`src/rtl/tdm_pkg.sv`:
```
// tdm_pkg: shared constants and state type for the TDM serial receive path.
//   NSLOT   slots per frame, equal to the parallel word width
//   SLOT_W  slot index width, log2(NSLOT)
//   state_t frame alignment state {HUNT, LOCK}
package tdm_pkg;
    localparam int NSLOT  = 16;
    localparam int SLOT_W = 4;
    typedef enum logic {HUNT, LOCK} state_t;
endpackage

```
`src/rtl/tdm_demux16_demux1x16.sv`:
```
// demux1x16: combinational 1-to-16 one-hot decoder, the inverse of the transmit 16:1 mux.
//   sel  in   slot index
//   en   out  one-hot enable, en[sel]=1
module demux1x16
    import tdm_pkg::*;
(
    input  logic [SLOT_W-1:0] sel,
    output logic [NSLOT-1:0]  en
);
    always_comb en = NSLOT'(1) << sel;
endmodule

```
`src/rtl/tdm_demux16.sv`:
```
// tdm_demux16: rebuilds 16-bit words from a TDM serial stream aligned by a slot-0 frame sync.
//   clk, rst_n          clock, asynchronous active-low reset
//   in_valid, in_bit    serial beat strobe and data bit
//   frame_sync          marks the slot-0 beat (qualified by in_valid)
//   out, out_valid      last complete frame, one-cycle update strobe
//   sel                 slot index expected on the next accepted beat
//   locked, frame_err   alignment status, one-cycle framing-violation pulse
module tdm_demux16
    import tdm_pkg::*;
(
    input  logic              clk,
    input  logic              rst_n,
    input  logic              in_valid,
    input  logic              in_bit,
    input  logic              frame_sync,
    output logic [NSLOT-1:0]  out,
    output logic              out_valid,
    output logic [SLOT_W-1:0] sel,
    output logic              locked,
    output logic              frame_err
);
    state_t            state, state_nx;
    logic [SLOT_W-1:0] cnt, cnt_nx, addr;
    logic [NSLOT-1:0]  shadow, out_nx, dec, en;
    logic              wr, ov_nx, fe_nx;

    // A sync beat always lands in slot 0, even when it interrupts a frame.
    assign addr   = frame_sync ? '0 : cnt;
    assign en     = dec & {NSLOT{wr}};
    assign sel    = cnt;
    assign locked = (state == LOCK);

    demux1x16 u_dec (
        .sel (addr),
        .en  (dec)
    );

    always_comb begin
        state_nx = state;
        cnt_nx   = cnt;
        out_nx   = out;
        ov_nx    = 1'b0;
        fe_nx    = 1'b0;
        wr       = 1'b0;
        if (in_valid) begin
            if (state == HUNT) begin
                if (frame_sync) begin
                    wr       = 1'b1;
                    cnt_nx   = SLOT_W'(1);
                    state_nx = LOCK;
                end
            end else if (frame_sync) begin
                wr     = 1'b1;
                cnt_nx = SLOT_W'(1);
                fe_nx  = (cnt != '0);
            end else if (cnt == '0) begin
                fe_nx    = 1'b1;
                state_nx = HUNT;
            end else begin
                wr     = 1'b1;
                cnt_nx = cnt + SLOT_W'(1);
                if (cnt == SLOT_W'(NSLOT-1)) begin
                    out_nx = {in_bit, shadow[NSLOT-2:0]};
                    ov_nx  = 1'b1;
                end
            end
        end
    end

    always_ff @(posedge clk or negedge rst_n) begin
        if (!rst_n) begin
            state     <= HUNT;
            cnt       <= '0;
            shadow    <= '0;
            out       <= '0;
            out_valid <= 1'b0;
            frame_err <= 1'b0;
        end else begin
            state     <= state_nx;
            cnt       <= cnt_nx;
            shadow    <= (shadow & ~en) | (en & {NSLOT{in_bit}});
            out       <= out_nx;
            out_valid <= ov_nx;
            frame_err <= fe_nx;
        end
    end
endmodule

```
`config.mk`:
```
export PLATFORM = sky130hd
export DESIGN_NAME = tdm_demux16
export DESIGN_NICKNAME = d
export VERILOG_FILES = /design/src/rtl/tdm_pkg.sv /design/src/rtl/tdm_demux16_demux1x16.sv /design/src/rtl/tdm_demux16.sv
export SDC_FILE = /design/constraint.sdc
export NUM_CORES = 1
export LEC_CHECK = 0
export BUFFER_PORTS_ARGS = -buffer_cell sky130_fd_sc_hd__buf_4
export CAP_MARGIN = 5
export CORE_MARGIN = 4
export CORE_UTILIZATION = 56
export DETAILED_ROUTE_END_ITERATION = 10
export MAX_ROUTING_LAYER = met4
export PLACE_DENSITY_LB_ADDON = 0.3
export SLEW_MARGIN = 20
export SYNTH_ARGS = -nofsm -noshare
export SYNTH_HDL_FRONTEND = slang
export SYNTH_SLANG_ARGS = --single-unit
```
`constraint.sdc`:
```
create_clock -name clk -period 6.1 [get_ports clk]
set_input_delay 1.22 -clock clk [delete_from_list [all_inputs] [get_ports clk]]
set_output_delay 1.22 -clock clk [all_outputs]
set_load 0.1 [all_outputs]
```
==> results of run 1 <==
-- report_power, final --
| group | internal, uW | switching [uW] | total, uW | leakage [uW] |
|---|---|---|---|---|
| sequential | 289 | 50.7 | 340 | 0.000514 |
| clock | 55.9 | 75.8 | 132 | 0.0000353 |
| combinational | 65.4 | 176 | 241 | 0.000480 |
| total | 411 | 302 | 713 | 0.00103 |
-- critical path, stage by stage --
cell and delay (ns):
sky130_fd_sc_hd__buf_4 0.12, sky130_fd_sc_hd__inv_1 0.08, sky130_fd_sc_hd__ha_1 0.25, sky130_fd_sc_hd__and4bb_2 0.37
sky130_fd_sc_hd__nand2_2 0.09, sky130_fd_sc_hd__or3_1 0.33, sky130_fd_sc_hd__mux2_1 0.31
-- cells in the mapped netlist (2+ instances only) --
cell type / count
sky130_fd_sc_hd__a21oi_1: 4
sky130_fd_sc_hd__and3_1: 2
sky130_fd_sc_hd__and4_1: 2
sky130_fd_sc_hd__buf_2: 3
sky130_fd_sc_hd__clkbuf_1: 3
sky130_fd_sc_hd__dfrtp_1: 38
sky130_fd_sc_hd__ha_1: 4
sky130_fd_sc_hd__inv_1: 4
sky130_fd_sc_hd__inv_2: 2
sky130_fd_sc_hd__mux2_1: 31
sky130_fd_sc_hd__nand2_1: 10
sky130_fd_sc_hd__nand2b_1: 2
sky130_fd_sc_hd__nand3_1: 3
sky130_fd_sc_hd__nor2_1: 8
sky130_fd_sc_hd__nor3_1: 6
sky130_fd_sc_hd__o21ai_1: 2
sky130_fd_sc_hd__o21bai_1: 2
-- path summary, 6_finish.rpt --
path	to	slack, ns	cells past startpoint	start
max in group asynchronous	out[14]	4.97	1	rst_n
max	flop	3.56	7	frame_sync
min reg2reg	flop	0.49	1	flop
max reg2reg	flop	3.61	9	sel[0]
min in group asynchronous	sel[0]	0.82	1	rst_n
min	flop	0.49	1	flop
-- stage by stage --
| stage | power (uW) | hold slack [ns] | utilization |
|---|---|---|---|
| after detailed placement | 585.5 | 0.4768 | 0.6722 |
| after CTS | 717.2 | 0.5012 | 0.6936 |
| after global routing | 757.4 | 0.5140 | 0.6936 |
| after global placement | 576.3 | 0.4636 | 0.6722 |
| after floorplan | 527.6 | 0.4541 | - |
| final | 712.7 | 0.4940 | 0.6936 |
-- per-layer routing --
layer  up-vias  track usage
li1        532            -
met1       542       0.2123
met2        42       0.2676
met3         7      0.04496
met4         0      0.08540
met5         -            -
-- kinds of logic (layout without fill, tap and decap cells) --
group                    count (synthesis)  after routing  synth area share
adder cells (fa/ha/maj)                  4              4           0.02983
buffers and inverters                   13             41           0.03355
multiplexers                            31             31            0.2081
AO/OA/AOI/OAI                           12             12           0.04400
AND/OR/NAND/NOR                         38             38            0.1178
flip-flops                              38             38            0.5667
-- final cells by class --
type | instances | area (um^2) | area share
Multi-Input combinational cell | 85 | 670.6 | 0.3447
Clock buffer | 7 | 55.05 | 0.02830
Timing Repair Buffer | 27 | 202.7 | 0.1042
Tap cell | 31 | 38.79 | 0.01994
Inverter | 6 | 22.52 | 0.01158
Sequential cell | 38 | 950.9 | 0.4887
Clock inverter | 1 | 5.005 | 0.002572
==> results, run 1 <==
- For the final routed database, the setup TNS stands at 0 ns.
- Based on the critical path, the design can be clocked at up to 0.3939 GHz.
- The wire length on met1 is 1.216 mm.
- The source-to-sink clock delay at the later pin of the worst-skew pair is 0.34 ns.
- The arrival time at the worst endpoint is 2.76 ns.
- The clock root buffer is sky130_fd_sc_hd__clkbuf_4.
- The cell count after placement is 187.
- Entering global routing, the biggest net connects 39 pins.
- The row count is 19.
- After detailed routing, the number of remaining DRC violations is 0.
- The number of clock buffers added by TritonCTS is 5.
- The synthesized design contains 0 enable-type register cells.
- The min-delay analysis places its worst path in the category reg2reg.
- The via count of the first global-routing pass was 1148.
- The top cell types in the final layout, fill and taps aside, are sky130_fd_sc_hd__dfrtp_1, sky130_fd_sc_hd__mux2_1, sky130_fd_sc_hd__buf_4, sky130_fd_sc_hd__nand2_1, sky130_fd_sc_hd__nor2_1.
- With fillers left out, the area of the finished cells amounts to 1946 um^2.
- The share of the Yosys chip area taken by registers is 0.5667.
- The maximum buffer depth of the clock tree is 2.
- The initial antenna violation count came to 0.
- The net count after synthesis is 145.
- The smallest clock period supported by the final layout is computed as 2.538 ns.
- The power density normalized to cell area is 366.3 nW/um^2.
- Each instance of the synthesized netlist takes up on average 12.34 um^2.
- The clock tree from TritonCTS is built.
- Post-CTS repair changed the size of 0 cells.
- In the post-route analysis, the smallest setup slack over all paths is 3.562 ns.
- The highest metal layer carrying signal wires in the routed design is met4.
- The horizontal die dimension is 62.74 um.
- After detailed routing, the number of vias per cell comes to 5.759.
- The biggest fanout along the worst timing path is 8.
- Yosys mapped the design onto 27 distinct sky130hd cell types.
- The total overflow left after global routing is 0.
- The repair_antennas step left the layout with diodes totalling 0.
- The kind of end point of the critical path is a flop.
- The floorplan step defined a die boundary enclosing 3936 um^2.
- The final antenna-violating net count is 0.
- The number of optimization iterations in the first detailed-route pass is 4.
- The synthesized netlist occupies a cell area of 1678 um^2.
- Measured against its own limit, the worst slew margin works out to 0.5070.
- The initial cell density of the core is 0.5981.
- At the pin with the least slew margin, the transition time is 0.7396 ns.
- The number of warning messages in the yosys log is 0.
- Leaving out fill and tap cells, the most frequent cell in the layout is sky130_fd_sc_hd__dfrtp_1.
- The final HPWL from detailed placement is 2.095 mm.
- Of all cell types, the one taking the most synthesized area is sky130_fd_sc_hd__dfrtp_1.
- On the final layout, the worst clock skew is 0.007243 ns.
- For this block, the via count after detailed routing is 1123.
- The number of buffers inserted to repair setup after CTS is 0.
- The final non-filler cell total is 195.
- Of the available clock period, the critical path in the final layout requires 0.4161.
- Input and output buffers added on the ports amount to 27.
- Counting every sink on the clock net gives 38.
- The number of hold violations in the final report is 0.
- The total routed wirelength is 2.841 mm.
- The leakage dissipation is 0.001030 uW.
- The post-place setup slack is 3.219 ns.
- The final-report setup violation count is 0.
- Routability-driven placement finished with a final weighted congestion of 0.9031.
- Setup repair after global routing left no endpoint under its margin.
- The number of top-level pins is 28.
- For this block, the initial DRC count from the detailed router was 57.
- In this run the number of H-tree levels came out at 2.
- The flow ran to the end, and the final reports show no timing, DRC or antenna violations.
- The synthesis-to-finish area growth is 15.96%.
- The proportion of layout cells with a drive suffix above 1 is 0.2317.
- STA classifies the critical path startpoint as a primary input.
- Synthesis produced 136 cells.
- Dividing the detail-routed wire length by the instance count gives 14.57 um.
- The routed design uses 1.373 mm of met2 wire.
- For this run, the total global-route usage over all layers was measured as 0.1735.
- The number of synthesized register bits is 38.
- After synthesis, the cell types taking the most area are sky130_fd_sc_hd__dfrtp_1, sky130_fd_sc_hd__mux2_1, sky130_fd_sc_hd__ha_1.
- The vertical die dimension is 62.74 um.
- The hold buffer count at cts is 0.
- The top cell type's share of synthesized area is 0.5667.
- Across the VDD grid, the largest voltage drop is 0.2192 mV.
- STA puts the critical path data required time at 6.33 ns.
- Clock-pin slew was measured on the worst setup and hold paths at 0.10 ns.
- The critical path in this run is classified as in2reg.
- The placed instances occupy a cell area of 1886 um^2.
- The final count of pins violating max slew is 0.
- The max-capacitance violation count is 0.
- The share of flip-flops with an asynchronous set or reset after synthesis is 1.000.
- The first global-routing pass estimated 5.161 mm of wire.
- The routed design uses 190 um of met3 wire.
- The core region is 2805 um^2.
- The layout has 212 filler cells.
- At the end of the flow, the number of nets in the layout was 172.
- The flip-flop cell with the highest count after synthesis is sky130_fd_sc_hd__dfrtp_1.
Power figures use the tool's default switching activity.
==> run 2, diff against run 1 <==
--- a/config.mk
+++ b/config.mk
@@ -8,7 +8,7 @@
 export BUFFER_PORTS_ARGS = -buffer_cell sky130_fd_sc_hd__buf_4
 export CAP_MARGIN = 5
 export CORE_MARGIN = 4
-export CORE_UTILIZATION = 56
+export CORE_UTILIZATION = 49
 export DETAILED_ROUTE_END_ITERATION = 10
 export MAX_ROUTING_LAYER = met4
 export PLACE_DENSITY_LB_ADDON = 0.3
==> constraint.sdc (replaced) <==
create_clock -name clk -period 2.07 [get_ports clk]
set_input_delay 0.414 -clock clk [delete_from_list [all_inputs] [get_ports clk]]
set_output_delay 0.414 -clock clk [all_outputs]
set_load 0.1 [all_outputs]
==> run 2 against run 1 <==
Compared with the run above: the flow now finishes with violations (hold timing); cell area grew 11%; via count up 10%; critical path depth increased by 3; clock-buffer cell count is 1 lower; non-clock buffer count up 15; largest power group is now combinational cells; sequential share of layout area is 4.1 points lower; die area rose by 12%; routed wire length increased by 19%; register-to-register slack worse by 3.6 ns; total power increased to 3.3 times the previous value.
==> results, run 2 (same netlist as run 1, synthesis figures left out) <==
- The sequential cell area in the final layout was 964.7 um^2 (+1.4%).
- The antenna diode instance count is 0 (unchanged).
- The overall via count from detail_route is 1238 (+10%).
- The checks that failed: hold timing.
- The number of cells on the worst reg-to-reg path is 10 (+1).
- The initial antenna violation count came to 0 (unchanged).
- The pin count of the biggest net entering global routing is 39 (unchanged).
- The number of top-level pins came to 28 (unchanged).
- The count of fill cells added during filler insertion is 247 (+17%).
- The net count reported at finish is 187 (+8.7%).
- The die area is 4424 um^2 (+12%).
- The horizontal die dimension was 66.52 um (+6.0%).
- The hold buffer count at cts came to 0 (unchanged).
- The max-capacitance violation count is 0 (unchanged).
- The worst-case headroom to the max-slew limit was 0.6884 (+0.1814).
- The final clock period utilization by the worst path is 0.9896.
- The number of input and output port buffers inserted was 27 (unchanged).
- The final count of pins violating max slew is 0 (unchanged).
- The proportion of layout cells with a drive suffix above 1 is 0.3855 (+0.1538).
- The global-route wire length before repair is 5.520 mm (+7.0%).
- The critical path's slowest cell is sky130_fd_sc_hd__dfrtp_4.
- The leakage dissipation came to 0.001106 uW (+7.4%).
- The overflow left after global routing is 0 (unchanged).
- The critical path required time was 2.32 ns (-4.01 ns).
- The total power is 2370 uW (+230%).
- The iteration-0 DRC count of the detailed router is 61 (+7.0%).
- The biggest fanout along the worst timing path is 5 (-3).
- The vertical die dimension came to 66.52 um (+6.0%).
- The H-tree depth reported by CTS is 2 (unchanged).
- The final antenna-violating net count is 0 (unchanged).
- The setup TNS after final layout is 0 ns (unchanged).
- The arrival time at the worst endpoint was 2.29 ns (-0.47 ns).
- The total routed wirelength came to 3.387 mm (+19%).
- CTS placed an instance of sky130_fd_sc_hd__clkbuf_4 at the clock tree root.
- The routed length per instance is 15.19 um (+4.2%).
- The most common cell after layout, fill and taps aside is sky130_fd_sc_hd__buf_4.
- The routability-driven placement congestion ratio is 0.8595 (-4.8%).
- The critical path in this run is classified as reg2reg.
- The final critical path time including I/O delays and setup is 2.048 ns.
- The power density normalized to cell area came to 1099 nW/um^2 (+200%).
- The most numerous cell on the critical path is sky130_fd_sc_hd__ha_4.
- The post-place setup slack came to -0.007484 ns (-3.226 ns).
- The worst setup path is launched from a flop.
- The total CTS buffers is 5 (unchanged).
- The overall fraction of global-route tracks in use came to 0.1718 (-0.001698).
- The worst hold slack is -0.001849 ns (-0.4958 ns).
- Setup repair after global routing could not meet its margin everywhere.
- The worst setup margin is 0.02151 ns (-3.540 ns).
- The final setup skew came to 0.004783 ns (-0.002460 ns).
- Traced cell by cell, the critical path runs through inv_4 > ha_4 > nand2_4 > inv_2 > ha_4 > and4bb_2 > nand2_2 > buf_4 > nor3_1 > mux2_1.
- The per-cell via count in the routed design is 5.552 (-3.6%).
- The kind of end point of the critical path is a flop.
- The flow ran to the end, but the final reports show violations.
- The achievable frequency is 0.4882 GHz.
- The area of the multi-input gates is 729.5 um^2 (+8.8%).
- The via count of the first global-routing pass came to 1205 (+5.0%).
- The final HPWL from detailed placement is 2.215 mm (+5.7%).
- The row count is 20 (+1).
- The pin slew with the least headroom to its limit is 0.4674 ns (-0.2721 ns).
- The maximum buffer depth of the clock tree is 2 (unchanged).
- The final-report setup violation count came to 0 (unchanged).
- The fraction of the core area covered by cells at the end of the flow is 0.6837 (-0.009847).
- The worst supply voltage drop on vdd was 0.9543 mV (+340%).
- The number of hold violations in the final report came to 4 (+4).
- TritonCTS built the clock tree.
- The source-to-sink clock delay at the later pin of the worst-skew pair is 0.35 ns (about the same).
- The number of remaining DRC errors is 0 (unchanged).
- The number of optimization iterations in the first detailed-route pass is 4 (unchanged).
- The clock-pin slew on the worst setup and hold paths was 0.11 ns (about the same).
- The top cell types in the final layout, fill and taps aside, are sky130_fd_sc_hd__buf_4, sky130_fd_sc_hd__dfrtp_1, sky130_fd_sc_hd__mux2_1, sky130_fd_sc_hd__nand2_1, sky130_fd_sc_hd__nor2_1.
- The initial cell density of the core is 0.5321 (-0.06598).
- The maximum single-stage delay on the critical path is 0.44 ns (+0.07 ns).
- The number of sinks on the clock net is 38 (unchanged).
- The synthesis-to-finish area growth is 28.49%.
- The worst min-delay path category is in2async.
- The area of the core is 3153 um^2 (+12%).
run 2: power by group:
group	internal, uW	leakage [uW]	switching, uW
Combinational	330	0.000564	676
Clock	163	0.0000343	245
Sequential	871	0.000508	85.3
Total	1360	0.00111	1010
run 2: timing repair:
action	4_1_cts	5_1_grt
buffers inserted	2	3
pin swaps	2	4
setup endpoints to repair	3	11
resized for setup	1	4
endpoints found under the hold margin	0	0
run 2: area by class of cell:
cell class                 instances  share of cell area
sequential                        38              0.4475
clock inverter                     2            0.005804
tap                               44             0.02554
multi-input combinational         85              0.3384
timing repair buffer              42              0.1463
clock buffer                       6             0.02380
inverter                           6             0.01277
run 2: stage by stage:
step	instances	area, um^2	hold slack [ns]
2_1_floorplan	136	1757	0.1184
3_3_place_gp	210	2032	0.3968
3_5_place_dp	210	2032	0.4059
4_1_cts	220	2116	0.02170
5_1_grt	223	2156	0.03588
6_report	223	2156	-0.001849
run 2: per-layer routing:
layer,global-route usage,share of wire,vias up
met3,0.05396,0.061,13
met2,0.2677,0.48,58
li1,-,-,558
met4,0.05584,0.032,0
met5,-,0,-
met1,0.2142,0.42,609
run 2: final timing paths:
check                          from      end  slack, ns
min in group clk           in_valid   locked       0.31
min reg2reg                    flop     flop       0.50
min                           rst_n  out[15]     -0.002
max reg2reg                  sel[1]     flop       0.02
max in group asynchronous     rst_n   sel[1]       1.70
max                          sel[1]     flop       0.02
run 2: worst max-delay path: cells and delay by family, from the launching register on:
kind	cells	cell delay (ns)
multiplexers	1	0.34
adder cells (fa/ha/maj)	2	0.32
buffers and inverters	3	0.23
AND/OR/NAND/NOR	4	0.62
flip-flops	1	0.44
==> run 3, diff against run 2 <==
--- a/config.mk
+++ b/config.mk
@@ -5,10 +5,11 @@
 export SDC_FILE = /design/constraint.sdc
 export NUM_CORES = 1
 export LEC_CHECK = 0
+export ABC_AREA = 1
 export BUFFER_PORTS_ARGS = -buffer_cell sky130_fd_sc_hd__buf_4
 export CAP_MARGIN = 5
 export CORE_MARGIN = 4
-export CORE_UTILIZATION = 49
+export CORE_UTILIZATION = 50
 export DETAILED_ROUTE_END_ITERATION = 10
 export MAX_ROUTING_LAYER = met4
 export PLACE_DENSITY_LB_ADDON = 0.3
==> run 3 against run 2 <==
Compared with the run above: the flow now finishes without violations; first-iteration DRC count grew 39%; die area grew 4.1%; worst setup slack better by 0.20 ns; clock skew decreased by 0.0019 ns; clock power fell by 2%; non-clock buffer count decreased by 14; sequential share of layout area rose by 1.3 points; register-to-register slack better by 0.20 ns; critical path type unchanged; largest cell class unchanged.
==> results, run 3 <==
- The routability-driven placement congestion ratio is 0.8908 (+3.6%).
- The iteration-0 DRC count of the detailed router came to 85 (+39%).
- The amount of wire on met3 after detailed routing is 197 um (-4.4%).
- The proportion of layout cells with a drive suffix above 1 is 0.2090 (-0.1765).
- The antenna diode instance count is 0 (unchanged).
- The commonest cells after synthesis are sky130_fd_sc_hd__nand2_1, sky130_fd_sc_hd__dfrtp_1, sky130_fd_sc_hd__inv_1.
- The initial cell density of the core came to 0.5290 (-0.003165).
- The cell with the most instances after synthesis is sky130_fd_sc_hd__nand2_1.
- The top cell type's share of synthesized area is 0.5304 (-0.03639).
- The cell taking the most area after synthesis is sky130_fd_sc_hd__dfrtp_1.
- The most numerous cell on the critical path is sky130_fd_sc_hd__nand2_1.
- The routed length per instance is 10.90 um (-28%).
- The total CTS buffers is 5 (unchanged).
- The flow ran to the end, and the final reports show no timing, DRC or antenna violations.
- The number of hold violations in the final report came to 0 (-4).
- The worst-case headroom to the max-slew limit is 0.6990 (+0.01060).
- The final count of pins violating max slew was 0 (unchanged).
- The cell count after placement is 282 (+34%).
- The power density normalized to cell area is 913.8 nW/um^2 (-17%).
- The number of optimization iterations in the first detailed-route pass was 4 (unchanged).
- The total of cells resized after clock tree synthesis is 0 (-1).
- Leaving out fill and tap cells, the most frequent cell in the layout is sky130_fd_sc_hd__nand2_1.
- The max-capacitance violation count came to 0 (unchanged).
- The worst supply voltage drop on vdd is 0.7570 mV (-21%).
- The pin slew with the least headroom to its limit is 0.4481 ns (-0.01935 ns).
- The number of cells on the worst reg-to-reg path is 11 (+1).
- The post-synthesis cell area is 1793 um^2 (+6.9%).
- The worst min-delay path category is in2async.
- The final-report setup violation count is 0 (unchanged).
- The area of the multi-input gates is 695.7 um^2 (-4.6%).
- The setup TNS after final layout is 0 ns (unchanged).
- The maximum single-stage delay on the critical path is 0.47 ns (+0.03 ns).
- The overall via count from detail_route is 1413 (+14%).
- The source-to-sink clock delay at the later pin of the worst-skew pair is 0.34 ns (about the same).
- The area of the core is 3390 um^2 (+7.5%).
- The highest metal layer with signal wires is met4.
- The via count of the first global-routing pass was 1272 (+5.6%).
- The final HPWL from detailed placement was 2.265 mm (+2.2%).
- The startpoint identified for the worst register-to-register timing path is sel[0].
- The net count reported at finish is 252 (+35%).
- The type of element launching the critical path is a flop.
- The biggest fanout along the worst timing path came to 9 (+4).
- The number of unique standard cell types used by synthesis is 23 (-15%).
- The number of sinks on the clock net came to 38 (unchanged).
- The kind of end point of the critical path is a flop.
- The setup path with the least slack is of type reg2reg.
- The total power is 1906 uW (-20%).
- Setup repair after global routing left no endpoint under its margin.
- The number of synthesized register bits was 38 (unchanged).
- Sorting the synthesized cells by area gives the leading types as sky130_fd_sc_hd__dfrtp_1, sky130_fd_sc_hd__nand2_1, sky130_fd_sc_hd__nand3_1.
- The worst setup margin is 0.2217 ns (+0.2001 ns).
- The gate count of the mapped netlist is 216 (+59%).
- The overflow left after global routing is 0 (unchanged).
- Relative to the synthesized area, the layout overhead comes to 16.33%.
- The maximum buffer depth of the clock tree is 2 (unchanged).
- The global-route wire length before repair came to 5.630 mm (+2.0%).
- The die area was 4608 um^2 (+4.1%).
- The number of warning messages in the yosys log is 0 (unchanged).
- The critical path goes through inv_1 > ha_1 > nand3_1 > inv_1 > ha_1 > nand2_1 > nand2_1 > nor2_2 > nand3_1 > nand2_1 > nand2_1.
- The leakage dissipation is 0.001020 uW (-7.7%).
- The number of top-level pins is 28 (unchanged).
- Clock tree synthesis selected as its root buffer the cell sky130_fd_sc_hd__clkbuf_4.
- The final setup skew came to 0.002844 ns (-0.001939 ns).
- The initial antenna violation count is 0 (unchanged).
- The final non-filler cell total came to 290 (+30%).
- The total routed wirelength is 3.161 mm (-6.7%).
- The synthesized area per cell came to 8.301 um^2 (-33%).
- The arrival time at the worst endpoint is 2.09 ns (-0.20 ns).
- The net count after synthesis is 225 (+55%).
- The worst setup slack for register-to-register paths came to 0.22 ns (+0.20 ns).
- The met2 wire length came to 1.357 mm (-17%).
- The critical path required time is 2.31 ns (about the same).
- The H-tree depth reported by CTS came to 2 (unchanged).
- The final clock period utilization by the worst path came to 0.8929 (-0.09669).
- The overall fraction of global-route tracks in use is 0.1669 (-0.004893).
- The achievable frequency came to 0.5410 GHz (+11%).
- The register area share after synthesis was 0.5304 (-0.03639).
- The count of fill cells added during filler insertion came to 314 (+27%).
- Among all flip-flop cells after synthesis, the most frequent one is sky130_fd_sc_hd__dfrtp_1.
- The vertical die dimension is 67.88 um (+2.1%).
- The slowest stage of the critical path belongs to the cell sky130_fd_sc_hd__dfrtp_4.
- The hold buffer count at cts is 0 (unchanged).
- The horizontal die dimension is 67.88 um (+2.1%).
- The post-place setup slack is 0.2397 ns (+0.2472 ns).
- The clock-pin slew on the worst setup and hold paths was 0.11 ns (about the same).
- The final critical path time including I/O delays and setup was 1.848 ns (-0.2001 ns).
- The clock tree from TritonCTS is built.
- The number of enable flip-flop cells after synthesis is 0 (unchanged).
- The sequential cell area in the final layout is 960.9 um^2 (-0.39%).
- The number of remaining DRC errors is 0 (unchanged).
- The pin count of the biggest net entering global routing came to 39 (unchanged).
- The library cells used most frequently in the layout, excluding fill and tap cells, are sky130_fd_sc_hd__nand2_1, sky130_fd_sc_hd__dfrtp_1, sky130_fd_sc_hd__buf_4, sky130_fd_sc_hd__inv_1, sky130_fd_sc_hd__nand3_1.
- The per-cell via count in the routed design was 4.872 (-12%).
- The fraction of the core area covered by cells at the end of the flow is 0.6154 (-0.06837).
- The number of input and output port buffers inserted is 27 (unchanged).
- The number of buffers inserted to repair setup after CTS came to 0 (-2).
- The row count is 21 (+5.0%).
- The final antenna-violating net count is 0 (unchanged).
- The wire length on met1 was 1.558 mm (+8.4%).
- The share of flip-flops with an asynchronous set or reset after synthesis came to 1.000 (unchanged).
[run 3: changes by cell type in the layout (fill, tap and decap cells not counted), sizes merged, moves of 4 or more]
cell | before | now
a21oi | 4 | 0
buf | 42 | 28
inv | 6 | 26
mux2 | 31 | 0
nand2 | 11 | 70
nand3 | 3 | 21
nand4 | 1 | 6
nor2 | 8 | 17
nor3 | 6 | 1
o21ai | 3 | 22
[run 3: cell families after synthesis]
family | share of synthesized area
flops | 0.5304
fa+ha+maj | 0.02791
xor+xnor | 0.004886
buf+inv | 0.08164
simple gates | 0.2938
compound gates | 0.06141
[run 3: area by class of cell]
type,instances,area share
clock inverters,2,0.005999
flip-flops and latches,38,0.4607
well taps,46,0.02759
clock buffers,6,0.02460
repair buffers,28,0.1008
multi-input cells,144,0.3335
inverters,26,0.04679
[run 3: worst max path at each step]
stage / startpoint / endpoint / slack [ns] / depth (start not counted)
after floorplan: sel[2] / flop / 0.06 / 11
after global placement: sel[1] / flop / 0.28 / 11
after detailed placement: sel[0] / flop / 0.24 / 11
after CTS: sel[0] / flop / 0.21 / 11
after global routing: sel[0] / flop / 0.003 / 11
final: sel[0] / flop / 0.22 / 11
[run 3: power by group]
part | internal (uW) | switching (uW)
registers | 840 | 79.4
clock network | 163 | 238
logic | 147 | 438
[run 3: worst max-delay path: cells and delay by family, from the launching register on]
| family | cells | cell delay (ns) |
|---|---|---|
| and+or+nand+nor | 7 | 0.79 |
| DFF | 1 | 0.47 |
| adders and majority gates | 2 | 0.37 |
| buffers and inverters | 2 | 0.12 |
[run 3: stage by stage]
step	instance area [um^2]	hold slack (ns)
floorplan	1803	0.1184
global placement	2022	0.4022
detailed placement	2022	0.3992
CTS	2086	0.02144
global route	2086	0.03592
finish	2086	0.01314
[run 3: layer usage]
metal | vias up | global-route usage
li1 | 742 | -
met1 | 630 | 0.2183
met2 | 36 | 0.2515
met3 | 5 | 0.04926
met4 | 0 | 0.05211
met5 | - | -
